**config.mk**
```make
export PLATFORM = sky130hd
export DESIGN_NAME = qspi_flash_responder
export DESIGN_NICKNAME = d
export VERILOG_FILES = /design/src/rtl/qspi_flash_responder.sv
export SDC_FILE = /design/constraint.sdc
export NUM_CORES = 1
export LEC_CHECK = 0
export ABC_AREA = 1
export BUFFER_PORTS_ARGS = -buffer_cell sky130_fd_sc_hd__buf_2
export CORE_ASPECT_RATIO = 1.1
export CORE_MARGIN = 2
export CORE_UTILIZATION = 30
export DETAILED_ROUTE_END_ITERATION = 10
export PLACE_DENSITY = 0.56
export SKIP_CTS_REPAIR_TIMING = 1
export SYNTH_ARGS = -nofsm -noshare
export SYNTH_HDL_FRONTEND = slang
export SYNTH_SLANG_ARGS = --single-unit
```
**constraint.sdc**
```tcl
create_clock -name clk -period 5.4 [get_ports clk]
set_input_delay 0.27 -clock clk [delete_from_list [all_inputs] [get_ports clk]]
set_output_delay 0.27 -clock clk [all_outputs]
set_load 0.01 [all_outputs]
```
**src/rtl/qspi_flash_responder.sv**
```systemverilog
`default_nettype none
// ============================================================================
// Module      : qspi_flash_responder
// Description : SPI/QSPI flash target emulator (mode 0). It oversamples
//               sck/cs_n/dq in the clk domain, decodes the read commands
//               (0x03, 0x0B, 0x6B) and the ID command (0x9F), and streams
//               bytes from a 1-cycle-latency synchronous memory back on dq.
// Ports       : clk, reset          - system clock, async active-high reset
//               sck, cs_n, dq_i     - pad-side inputs from the QSPI master
//               dq_o, dq_oe         - pad output values / output enables
//               mem_req, mem_addr   - one-cycle read strobe and byte address
//               mem_rdata           - read data, valid 1 clk after mem_req
//               busy                - transaction active (synchronized cs_n)
// Revision    : 1.0 - initial release
// ============================================================================
module qspi_flash_responder #(
    parameter int          ADDR_W    = 24,
    parameter int          DUMMY_CYC = 8,
    parameter logic [23:0] JEDEC_ID  = 24'hEF4018
) (
    input  logic              clk,
    input  logic              reset,
    input  logic              sck,
    input  logic              cs_n,
    input  logic [3:0]        dq_i,
    output logic [3:0]        dq_o,
    output logic [3:0]        dq_oe,
    output logic              mem_req,
    output logic [ADDR_W-1:0] mem_addr,
    input  logic [7:0]        mem_rdata,
    output logic              busy
);

    localparam logic [2:0] c_idle   = 3'd0;
    localparam logic [2:0] c_cmd    = 3'd1;
    localparam logic [2:0] c_addr   = 3'd2;
    localparam logic [2:0] c_dummy  = 3'd3;
    localparam logic [2:0] c_data   = 3'd4;
    localparam logic [2:0] c_id     = 3'd5;
    localparam logic [2:0] c_ignore = 3'd6;

    localparam logic       c_has_dummy  = (DUMMY_CYC > 0);
    localparam logic [7:0] c_dummy_last = 8'(DUMMY_CYC - 1);

    // Synchronizers; stage 3 is the edge-detect reference
    logic              r_sck_s1, r_sck_s2, r_sck_s3;
    logic              r_cs_s1, r_cs_s2, r_cs_s3;
    logic [3:0]        r_dq_s1, r_dq_s2;

    logic [2:0]        r_state;
    logic [7:0]        r_cnt;
    logic [6:0]        r_cmd_sh;
    logic [22:0]       r_addr_sh;
    logic [23:0]       r_addr;
    logic [7:0]        r_hold;
    logic [7:0]        r_dshift;
    logic [23:0]       r_id_sh;
    logic              r_dummy;
    logic              r_quad;
    logic              r_cap;
    logic [3:0]        r_dq_o;
    logic [3:0]        r_dq_oe;
    logic              r_mem_req;
    logic [ADDR_W-1:0] r_mem_addr;
    logic              r_busy;

    logic              w_sck_rise;
    logic              w_sck_fall;
    logic              w_cs_fall;
    logic              w_mosi;
    logic [7:0]        w_cmd;
    logic [23:0]       w_addr_full;
    logic              w_unused;

    assign w_sck_rise  = r_sck_s2 & ~r_sck_s3;
    assign w_sck_fall  = ~r_sck_s2 & r_sck_s3;
    assign w_cs_fall   = ~r_cs_s2 & r_cs_s3;
    assign w_mosi      = r_dq_s2[0];
    assign w_cmd       = {r_cmd_sh, w_mosi};
    assign w_addr_full = {r_addr_sh, w_mosi};
    // Only dq[0] carries inbound data for the supported commands
    assign w_unused    = ^r_dq_s2[3:1];

    assign dq_o     = r_dq_o;
    assign dq_oe    = r_dq_oe;
    assign mem_req  = r_mem_req;
    assign mem_addr = r_mem_addr;
    assign busy     = r_busy;

    always_ff @(posedge clk or posedge reset) begin
        if (reset) begin
            // cs_n synchronizer resets to the idle (deasserted) level so that
            // releasing reset never fabricates a falling edge
            r_sck_s1   <= 1'b0;
            r_sck_s2   <= 1'b0;
            r_sck_s3   <= 1'b0;
            r_cs_s1    <= 1'b1;
            r_cs_s2    <= 1'b1;
            r_cs_s3    <= 1'b1;
            r_dq_s1    <= 4'h0;
            r_dq_s2    <= 4'h0;
            r_state    <= c_idle;
            r_cnt      <= 8'd0;
            r_cmd_sh   <= 7'd0;
            r_addr_sh  <= 23'd0;
            r_addr     <= 24'd0;
            r_hold     <= 8'd0;
            r_dshift   <= 8'd0;
            r_id_sh    <= 24'd0;
            r_dummy    <= 1'b0;
            r_quad     <= 1'b0;
            r_cap      <= 1'b0;
            r_dq_o     <= 4'h0;
            r_dq_oe    <= 4'h0;
            r_mem_req  <= 1'b0;
            r_mem_addr <= '0;
            r_busy     <= 1'b0;
        end else begin
            r_sck_s1 <= sck;
            r_sck_s2 <= r_sck_s1;
            r_sck_s3 <= r_sck_s2;
            r_cs_s1  <= cs_n;
            r_cs_s2  <= r_cs_s1;
            r_cs_s3  <= r_cs_s2;
            r_dq_s1  <= dq_i;
            r_dq_s2  <= r_dq_s1;

            r_mem_req <= 1'b0;
            // Memory answers one clk after the strobe; r_cap marks that cycle
            r_cap     <= r_mem_req;
            if (r_cap && !r_cs_s2) begin
                r_hold <= mem_rdata;
                r_addr <= r_addr + 24'd1;
            end

            if (r_cs_s2) begin
                // Deselect overrides any sck edge seen in the same cycle
                r_state <= c_idle;
                r_busy  <= 1'b0;
                r_dq_oe <= 4'h0;
                r_dq_o  <= 4'h0;
                r_cnt   <= 8'd0;
                r_cap   <= 1'b0;
            end else if (w_cs_fall) begin
                r_state <= c_cmd;
                r_busy  <= 1'b1;
                r_cnt   <= 8'd0;
            end else begin
                case (r_state)
                    c_cmd: begin
                        if (w_sck_rise) begin
                            r_cmd_sh <= w_cmd[6:0];
                            if (r_cnt == 8'd7) begin
                                r_cnt   <= 8'd0;
                                r_dummy <= 1'b0;
                                r_quad  <= 1'b0;
                                case (w_cmd)
                                    8'h03: r_state <= c_addr;
                                    8'h0B: begin
                                        r_state <= c_addr;
                                        r_dummy <= 1'b1;
                                    end
                                    8'h6B: begin
                                        r_state <= c_addr;
                                        r_dummy <= 1'b1;
                                        r_quad  <= 1'b1;
                                    end
                                    8'h9F: begin
                                        r_state <= c_id;
                                        r_id_sh <= JEDEC_ID;
                                    end
                                    default: r_state <= c_ignore;
                                endcase
                            end else begin
                                r_cnt <= r_cnt + 8'd1;
                            end
                        end
                    end
                    c_addr: begin
                        if (w_sck_rise) begin
                            r_addr_sh <= w_addr_full[22:0];
                            if (r_cnt == 8'd23) begin
                                r_cnt      <= 8'd0;
                                r_addr     <= w_addr_full;
                                r_mem_req  <= 1'b1;
                                r_mem_addr <= w_addr_full[ADDR_W-1:0];
                                r_state    <= (r_dummy && c_has_dummy) ? c_dummy : c_data;
                            end else begin
                                r_cnt <= r_cnt + 8'd1;
                            end
                        end
                    end
                    c_dummy: begin
                        if (w_sck_rise) begin
                            if (r_cnt == c_dummy_last) begin
                                r_cnt   <= 8'd0;
                                r_state <= c_data;
                            end else begin
                                r_cnt <= r_cnt + 8'd1;
                            end
                        end
                    end
                    c_data: begin
                        if (w_sck_fall) begin
                            if (r_cnt == 8'd0) begin
                                // Byte boundary: load from holding register and
                                // prefetch the next address in the same cycle
                                r_mem_req  <= 1'b1;
                                r_mem_addr <= r_addr[ADDR_W-1:0];
                                r_cnt      <= 8'd1;
                                if (r_quad) begin
                                    r_dq_oe  <= 4'hF;
                                    r_dq_o   <= r_hold[7:4];
                                    r_dshift <= {r_hold[3:0], 4'h0};
                                end else begin
                                    r_dq_oe  <= 4'b0010;
                                    r_dq_o   <= {2'b00, r_hold[7], 1'b0};
                                    r_dshift <= {r_hold[6:0], 1'b0};
                                end
                            end else if (r_quad) begin
                                r_dq_o   <= r_dshift[7:4];
                                r_dshift <= {r_dshift[3:0], 4'h0};
                                r_cnt    <= 8'd0;
                            end else begin
                                r_dq_o   <= {2'b00, r_dshift[7], 1'b0};
                                r_dshift <= {r_dshift[6:0], 1'b0};
                                r_cnt    <= (r_cnt == 8'd7) ? 8'd0 : r_cnt + 8'd1;
                            end
                        end
                    end
                    c_id: begin
                        if (w_sck_fall) begin
                            // Rotate so the ID repeats from bit 23 after 24 bits
                            r_dq_oe <= 4'b0010;
                            r_dq_o  <= {2'b00, r_id_sh[23], 1'b0};
                            r_id_sh <= {r_id_sh[22:0], r_id_sh[23]};
                        end
                    end
                    default: ; // c_idle, c_ignore: wait for deselect
                endcase
            end
        end
    end

endmodule
`default_nettype wire
```
==> Word level (Yosys, flattened, before mapping) <==
Cells that the tools add are included.
{ "classes": {"n_div": 0, "bitwise_logic": 7, "reduce_logical": 22, "eq_ne": 31, "n_mul": 0, "addsub": 2, "mux": 67, "shift": 0, "order_cmp": 0} }
{ "op_table": {"columns": ["operator", "n"], "rows": [
  ["$mux 24", 14],
  ["$mux 8", 12],
  ["$pmux 24 s2", 2],
  ["$mux 4", 13],
  ["$ne 4x4->1 const B", 7],
  ["$mux 3", 9],
  ["$add 24x1->24 const B", 1],
  ["$pmux 8 s3", 1],
  ["$reduce_and 7->1", 3],
  ["$reduce_and 4->1", 5],
  ["$ne 2x2->1 const B", 8],
  ["$pmux 4 s2", 2],
  ["$mux 1", 11],
  ["$reduce_and 5->1", 2],
  ["$reduce_bool 5->1", 2],
  ["$ne 3x3->1 const B", 3],
  ["$pmux 3 s3", 1],
  ["$add 8x1->8 const B", 1],
  ["$eq 8x2->1 const B", 1],
  ["$eq 8x3->1 const B", 1],
  ["$eq 8x4->1 const B", 1],
  ["$eq 8x5->1 const B", 1],
  ["$eq 8x7->1 const B", 1],
  ["$eq 8x8->1 const B", 1],
  ["16 further kinds", 26]
]} }
{ "totals": {"reg_bits": 150, "output_inout_bits": 34, "mem_count": 0, "romBits": 0, "inputBits": 16, "ramBits": 0, "wordCells": 153, "latchBits": 0} }

==> Logic depth before layout (Yosys ltp) <==
Gate-level depths: netlist of run 1.
{ "logic_depth": {"ltp_word": 8, "ltp_mapped": 12, "depth_no_buf": 11} }

==> Least setup slack after synthesis of run 1 <==
OpenSTA, ideal clock, no wires.
{ "synth_timing": {"kind": "flip-flop to flip-flop", "start": "register r_cnt[0]", "end": "register r_mem_addr[0], in the netlist mem_addr[0]", "setup_ps": 130, "required_time_ps": 5270, "n_path_buf": 2, "arrival_time_ps": 1601, "period_less_slack_ps": 1731, "path_slack_ps": 3669, "stages_incl_launch_ff": 11, "path_cell_list": "dfrtp_1 ha_1 nand2_1 nor2_1 nand3_2 a21oi_2 o21ai_2 buf_6 buf_6 nand2_1 o21ai_0"} }
{ "synth_via": {"elab_chain_len": 3, "elab_cells_between_ends": 5, "cone_classes": "eq/ne: 3; reduce/logical: 2"} }
{ "synth_lines": {"columns": ["item", "line_no", "rtl"], "rows": [
  ["start: declaration", "51", "logic [7:0] r_cnt;"],
  ["start signal: assignment", "175", "r_cnt <= r_cnt + 8'd1;"],
  ["start signal: assignment", "189", "r_cnt <= r_cnt + 8'd1;"],
  ["start signal: assignment", "199", "r_cnt <= r_cnt + 8'd1;"],
  ["$eq 8x5->1 or $logic_not 8->1 (tied branches)", "182, 205", null],
  ["$ne 2x2->1 (no source line)", null, null],
  ["$reduce_and 7->1 (no source line) *", null, null],
  ["end signal: assignment", "186", "r_mem_addr <= w_addr_full[ADDR_W-1:0];"],
  ["end signal: assignment", "209", "r_mem_addr <= r_addr[ADDR_W-1:0];"],
  ["end: declaration", "64", "logic [ADDR_W-1:0] r_mem_addr;"]
]} }
Mark *: on every way between the ends. The rest lies on a longest branch, timed or not.
A chain may end at the register's enable or synchronous reset.

==> Worst setup path after layout of run 1 <==
{ "layout_timing": {"start": "register r_state[0]", "end": "register r_mem_addr[8], in the netlist mem_addr[8]"} }
{ "layout_via": {"elab_chain_len": 3, "elab_cells_between_ends": 9, "cone_classes": "eq/ne: 6; mux: 1; reduce/logical: 2"} }
{ "layout_lines": {"columns": ["item", "line_no", "rtl"], "rows": [
  ["start: declaration", "50", "logic [2:0] r_state;"],
  ["start signal: assignment", "102", "r_state <= c_idle;"],
  ["start signal: assignment", "138", "r_state <= c_idle;"],
  ["start signal: assignment", "145", "r_state <= c_cmd;"],
  ["$eq 3x3->1 or $eq 3x2->1 (tied branches)", "149", "case (r_state)"],
  ["$ne 2x2->1 (no source line) or $reduce_bool 2->1 (tied branches)", null, null],
  ["$reduce_and 7->1 (no source line)", null, null]
]} }
Parallel ways exist; a longest one is shown, timed or not.

==> insert_results.sql, run 1 <==
INSERT INTO impl_metrics (metric_group, metric, value, unit) VALUES
('yosys', 'synth_nets', '900', ''),
('global_route', 'global_route.usage.met2', '21.4', '%'),
('place', 'port_buffers', '46', ''),
('global_route', 'antenna_violations_before_repair', '0', ''),
('yosys', 'post_synth_xor_area_fraction', '1.85', '%'),
('sta', 'finalSetupViolations', '0', ''),
('route', 'drt_pass_1_iters', '5', ''),
('route', 'route.vias.total', '5673', ''),
('place', 'dp_hpwl', '11.1', 'mm'),
('sta', 'hold_viol_final', '0', ''),
('route', 'detail_route.iter0.violations', '360', ''),
('floorplanning', 'core_area', '0.0235', 'mm^2'),
('yosys', 'post_synth_and_or_nand_nor_area_fraction', '24.1', '%'),
('yosys', 'synth_seq_cells', '147', ''),
('cts', 'clk_latency', '0.43', 'ns'),
('global_route', 'grt_total_usage', '13.8', '%'),
('route', 'detail_route.vias_per_cell', '4.58', ''),
('worst_setup_path', 'arrival', '3.13', 'ns'),
('floorplanning', 'area_enclosed_by_the_die_boundary', '0.0249', 'mm^2'),
('sta', 'fmaxAchievable', '349', 'MHz'),
('cts', 'cts.sinks', '147', ''),
('yosys', 'muxShareOfSynthArea', '1.13', '%'),
('yosys', 'synth_edf_count', '0', ''),
('global_route', 'grt_start_max_net_pins', '72', ''),
('yosys', 'yosys_warnings', '0', ''),
('route', 'antenna_violating_nets_post_route', '0', ''),
('job', 'maxCapViolCount', '0', ''),
('sta', 'setup_tns', '0', 'ns'),
('yosys', 'most_common_cell_in_the_netlist', 'nand2_1', ''),
('global_route', 'gr-usage-met1', '19.1', '%'),
('global_route', 'first_pass_grt_wire_length', '27.2', 'mm'),
('place', 'place.detailed.instances', '1203', ''),
('global_route', 'vias_in_the_first_global_route', '5405', ''),
('sta', 'maxSlewHeadroom', '27.7', '%'),
('yosys', 'synth_top_family_by_area', 'simple AND/OR/NAND/NOR gates', ''),
('yosys', 'synth.cell_area', '0.00710', 'mm^2'),
('layout', 'antenna-diode-count', '0', ''),
('sta', 'final_min_period_over_clock_period', '53.1', '%'),
('layout', 'drive_above_1_share', '12.0', '%'),
('worst_setup_path', 'cp_launch_type', 'flop', ''),
('worst_setup_path', 'critPathMaxFanout', '48', ''),
('global_route', 'grt.met3_usage', '3.13', '%'),
('hold_path', 'min-delay-path-class', 'in2reg', ''),
('yosys', 'ys.flop_type', 'dfrtp_1', ''),
('floorplanning', 'io_pins', '50', ''),
('yosys', 'async_flop_share', '100', '%'),
('yosys', 'post_synth_main_area_contributors', 'dfrtp_1 (51%), nand2_1 (14%), o21ai_0 (7.3%)', ''),
('cts', 'cts.htree.levels', '4', ''),
('status', 'outcome', 'finished clean', ''),
('sta', 'tightestPinTransition', '1.08', 'ns'),
('sta', 'final_period_minus_worst_setup_slack', '2.87', 'ns'),
('sta', 'clock-skew-final', '0.0132', 'ns'),
('route', 'drcViolationCount', '0', ''),
('yosys', 'synth_common_cells', 'nand2_1 (272), dfrtp_1 (144), o21ai_0 (103)', ''),
('global_route', 'globalRoute.totalOverflow', '0', ''),
('sta', 'hold_ws', '0.0424', 'ns'),
('global_route', 'grt_most_used_layer', 'met2', ''),
('yosys', 'synthAdderAreaFrac', '0.529', '%'),
('yosys', 'synth_largest_type_area_fraction', '50.8', '%'),
('yosys', 'synthDominantAreaCellType', 'dfrtp_1', ''),
('layout', 'fillCellCount', '2505', ''),
('layout', 'post-route-cell-area', '0.00820', 'mm^2'),
('floorplanning', 'die_w', '151', 'um'),
('floorplanning', 'height_of_the_die', '165', 'um'),
('layout', 'num-nets-final', '940', ''),
('worst_setup_path', 'timing.critical_path.required', '5.66', 'ns'),
('cts', 'cts-root-to-sink-buffers', '2', ''),
('cts', 'cts_made_buffers', '17', ''),
('floorplanning', 'starting_density_of_the_core', '30.2', '%'),
('yosys', 'netlist-cell-type-count', '39', ''),
('floorplanning', 'rows', '59', '');
==> area by class of cell <==
class                           instances  area, um^2  share of cell area [%]
Multi-Input combinational cell        615        2910                    35.5
Timing Repair Buffer                   54         300                    3.66
Tap cell                              305         382                    4.66
Clock inverter                         11         128                    1.56
Sequential cell                       147        3680                    44.9
Inverter                               86         328                    4.00
Clock buffer                           20         467                    5.69
==> metrics by stage <==
step | total power [uW] | setup WS (ns)
final | 2930 | 2.53
after global routing | 3100 | 2.19
after CTS | 2960 | 2.49
after detailed placement | 1770 | 2.50
after global placement | 1760 | 2.59
after floorplan | 1620 | 1.18
==> report_power, final <==
group / internal [uW] / switching, uW / leakage (uW)
clock: 716 / 474 / 0.000284
combinational: 154 / 284 / 0.00179
sequential: 1230 / 77.6 / 0.00196
==> layer usage <==
metal,part of all wire (%),up-vias,wire length (um)
li1,-,2928,-
met1,51,2665,8090
met2,45,67,7150
met3,3.4,13,536
met4,1.2,0,194
met5,0,-,0
==> flip-flops by register name, indices dropped and copies added, names as in the netlist, 3 cells and up <==
name,cells
r_addr,24
r_state,3
r_cnt,8
r_addr_sh,23
dq_o,4
r_dshift,7
r_id_sh,24
r_hold,8
mem_addr,24
r_cmd_sh,7
==> critical path: stages, from the launching register on <==
cell and delay (ns):
dfrtp_1 0.49, nor2_2 0.10, nand2_2 0.68, inv_2 0.13
nand2_1 0.11, inv_1 0.11, o21ai_4 0.84, o21ai_0 0.22
==> logic make-up after synthesis <==
logic type | Yosys count
AOI/OAI and AO/OA | 176
xor gates and xnor gates | 15
adders and majority gates | 3
buffers and inverters | 119
DFF | 147
muxes | 8
and+or+nand+nor | 413
==> path summary, 6_finish.rpt <==
kind | start | to | slack [ns] | cells after the start
worst max-delay path | r_state[0] | mem_addr[8] | 2.53 | 7
worst min-delay path | mem_rdata[3] | r_hold[3] | 0.04 | 3
worst max register to register | r_state[0] | mem_addr[8] | 2.53 | 7
worst min register to register | r_sck_s1 | r_sck_s2 | 0.35 | 0
max in group asynchronous | reset | r_id_sh[10] | 3.77 | 4
min in group asynchronous | reset | r_addr_sh[17] | 0.39 | 3
==> layout by cell type (no fill, tap or decap), types with 2 or more instances in the layout <==
cell type and count:
nand2_1 272, dfrtp_1 144, o21ai_0 103, inv_1 79
nor2_1 69, buf_2 46, nand3_1 40, o21ai_1 24
a21oi_1 23, clkbuf_16 17, nand4_1 10, mux2i_1 8
xnor2_1 8, xor2_1 7, inv_2 6, o211ai_1 5
nor3_1 5, nor2_2 4, nand3_2 4, dlygate4sd3_1 4
buf_4 4, nand2_2 3, o22ai_1 3, o31ai_1 3
a31oi_1 3, a21boi_1 3, o21ai_2 3, ha_1 3
clkinvlp_4 3, clkbuf_8 3, clkinv_4 3, dfstp_2 3
nor2_4 2, nor3_2 2, inv_6 2, bufinv_16 2
clkinv_2 2
(Power assumes the default switching activity.)
==> run 2, diff against run 1 <==
- ABC_AREA: 1 -> 0
- clock period: 5.4 -> 2.74 ns (I/O delays scaled with it)
==> run 2 against run 1 <==
Combinational power shrank 70%. Via count shrank 14%. Global-route usage shrank 1.1 points.
==> insert_results.sql, run 2 <==
INSERT INTO impl_metrics (metric_group, metric, value, unit) VALUES
('yosys', 'synth_largest_type_area_fraction', '51.8', '%'),
('yosys', 'synth_nets', '676', ''),
('route', 'antenna_violating_nets_post_route', '0', ''),
('layout', 'final_cell_mix', 'dfrtp_1 (144), nand2_1 (88), o21ai_0 (53), mux2i_1 (49), mux2_2 (47)', ''),
('sta', 'finalSetupViolations', '0', ''),
('yosys', 'most_common_cell_in_the_netlist', 'dfrtp_1', ''),
('yosys', 'synth_seq_cells', '147', ''),
('worst_setup_path', 'crit_path_start', 'r_cnt[5]', ''),
('sta', 'setup_tns', '0', 'ns'),
('sta', 'final_period_minus_worst_setup_slack', '2.52', 'ns'),
('place', 'gp_congestion', '0.760', ''),
('job', 'maxCapViolCount', '0', ''),
('route', 'detail_route.iter0.violations', '234', ''),
('sta', 'final_min_period_over_clock_period', '91.9', '%'),
('yosys', 'async_flop_share', '100', '%'),
('yosys', 'synth_compound_area_share', '8.17', '%'),
('worst_setup_path', 'arrival', '2.83', 'ns'),
('sta', 'rsz0062_at_grt', 'no', ''),
('cts', 'tritoncts', 'built', ''),
('floorplanning', 'area_enclosed_by_the_die_boundary', '0.0244', 'mm^2'),
('global_route', 'antenna_violations_before_repair', '0', ''),
('route', 'wl', '14.3', 'mm'),
('floorplanning', 'rows', '58', ''),
('yosys', 'synth.cell_area', '0.00695', 'mm^2'),
('layout', 'num-nets-final', '738', ''),
('cts', 'cts-root-to-sink-buffers', '2', ''),
('worst_setup_path', 'critPathMaxFanout', '24', ''),
('sta', 'maxSlewHeadroom', '54.0', '%'),
('floorplanning', 'io_pins', '50', ''),
('worst_setup_path', 'critPathCaptureType', 'flop', ''),
('yosys', 'synth_top_family_by_area', 'multiplexers', ''),
('cts', 'clk_root_buffer_cell', 'clkbuf_16', ''),
('layout', 'drive_above_1_share', '22.1', '%'),
('power_and_ir_drop', 'power.density', '570', 'mW/mm^2'),
('cts', 'cts_made_buffers', '17', ''),
('cts', 'cts.sinks', '147', ''),
('floorplanning', 'height_of_the_die', '164', 'um'),
('cts', 'cts.htree.levels', '4', ''),
('worst_setup_path', 'r2r-start', 'r_cnt[5]', ''),
('yosys', 'post_synth_main_area_contributors', 'dfrtp_1 (52%), mux2_2 (7.6%), mux2i_1 (7.1%)', ''),
('cts', 'cts.reportedPaths.clkPinSlew', '0.06', 'ns'),
('place', 'port_buffers', '46', ''),
('global_route', 'grt_total_usage', '12.6', '%'),
('floorplanning', 'starting_density_of_the_core', '30.5', '%'),
('status', 'outcome', 'finished clean', ''),
('worst_setup_path', 'r2r_slack', '0.22', 'ns'),
('global_route', 'vias_in_the_first_global_route', '4908', ''),
('sta', 'tightestPinTransition', '0.691', 'ns'),
('global_route', 'globalRoute.totalOverflow', '0', ''),
('layout', 'antenna-diode-count', '0', ''),
('power_and_ir_drop', 'ir_drop_worst_case_vdd', '366', 'uV'),
('layout', 'layout_overhead_on_the_synthesized_area', '20.5', '%'),
('yosys', 'post_synth_and_or_nand_nor_area_fraction', '16.1', '%'),
('yosys', 'synth_common_cells', 'dfrtp_1 (144), nand2_1 (88), o21ai_0 (53)', ''),
('layout', 'layout_commonest_cell', 'dfrtp_1', ''),
('yosys', 'ys.flop_type', 'dfrtp_1', ''),
('route', 'drcViolationCount', '0', ''),
('sta', 'fmaxAchievable', '397', 'MHz'),
('global_route', 'first_pass_grt_wire_length', '24.6', 'mm'),
('place', 'dp_hpwl', '9.47', 'mm'),
('power_and_ir_drop', 'power_leakage', '0.00377', 'uW'),
('hold_path', 'min-delay-path-class', 'in2async', ''),
('sta', 'clock-skew-final', '0.0172', 'ns'),
('yosys', 'postSynthCellCount', '657', ''),
('yosys', 'synthDominantAreaCellType', 'dfrtp_1', ''),
('cts', 'clk_latency', '0.43', 'ns'),
('yosys', 'synth_edf_count', '0', ''),
('sta', 'hold_viol_final', '0', ''),
('sta', 'hold_ws', '0.356', 'ns'),
('yosys', 'post_synth.cell_area_avg', '10.6', 'um^2'),
('yosys', 'ys_seq_area_share', '53.0', '%'),
('yosys', 'muxShareOfSynthArea', '16.1', '%'),
('yosys', 'synthAdderAreaFrac', '0.540', '%'),
('yosys', 'yosys_warnings', '0', ''),
('yosys', 'post_synth_xor_area_fraction', '2.77', '%'),
('route', 'drt_pass_1_iters', '4', ''),
('route', 'wl_per_cell', '13.8', 'um'),
('sta', 'timing.final.max_slew_violations', '0', ''),
('route', 'route.vias.total', '4856', ''),
('worst_setup_path', 'timing.critical_path.required', '3.05', 'ns'),
('worst_setup_path', 'cp_launch_type', 'flop', ''),
('worst_setup_path', 'path_class', 'reg2reg', ''),
('power_and_ir_drop', 'total_power', '4770', 'uW'),
('yosys', 'netlist-cell-type-count', '49', ''),
('global_route', 'grt_start_max_net_pins', '72', ''),
('floorplanning', 'die_w', '149', 'um'),
('floorplanning', 'core_area', '0.0228', 'mm^2'),
('route', 'detail_route.vias_per_cell', '4.71', '');
-- run 2: logic make-up after synthesis --
family,count (synthesis)
multiplexers,104
buffers and inverters,56
XOR/XNOR,22
adder cells (fa/ha/maj),3
AND/OR/NAND/NOR,223
AO/OA/AOI/OAI,102
flip-flops,147
-- run 2: worst paths after layout --
path | endpoint | cells after the start
worst max-delay path | r_id_sh[19] | 6
worst min-delay path | r_addr[21] | 3
worst max register to register | r_id_sh[19] | 6
worst min register to register | r_dq_s2[0] | 0
max in group asynchronous | r_id_sh[9] | 4
min in group clk | r_dq_s1[0] | 2
-- run 2: report_power, final --
group,switching (uW),internal [uW]
registers,15.5,2190
clock network,957,1480
logic,83.6,49.4
total,1060,3720
-- run 2: worst max-delay path, stage by stage (launching register included) --
cell     delay (ns)
dfrtp_1        0.45
or4_1          0.68
nor3_2         0.25
a32oi_1        0.16
nor4b_4        0.28
buf_12         0.23
mux2_2         0.35
-- run 2: layout make-up --
type,count,area [um^2]
Clock buffer,20,447
Clock inverter,12,170
Fill cell,2336,14400
Inverter,19,75.1
Multi-Input combinational cell,454,3060
Sequential cell,147,3680
Tap cell,300,375
Timing Repair Buffer,80,566
-- run 2: per-stage QoR --
step	utilization [%]	cells	setup slack (ns)	area [um^2]
after floorplan	-	657	0.327	6960
after global routing	36.8	1032	0.116	8380
after detailed placement	33.5	988	0.242	7640
after global placement	33.5	988	0.278	7640
after CTS	36.2	1020	0.220	8260
final	36.8	1032	0.222	8380
-- run 2: layer usage --
metal | global-route usage, % | wire length, um | vias to the layer above
met1 | 16.8 | 7040 | 2367
li1 | - | - | 2411
met4 | 3.72 | 167 | 0
met3 | 3.49 | 510 | 12
met5 | 0 | 0 | -
met2 | 20.1 | 6560 | 66
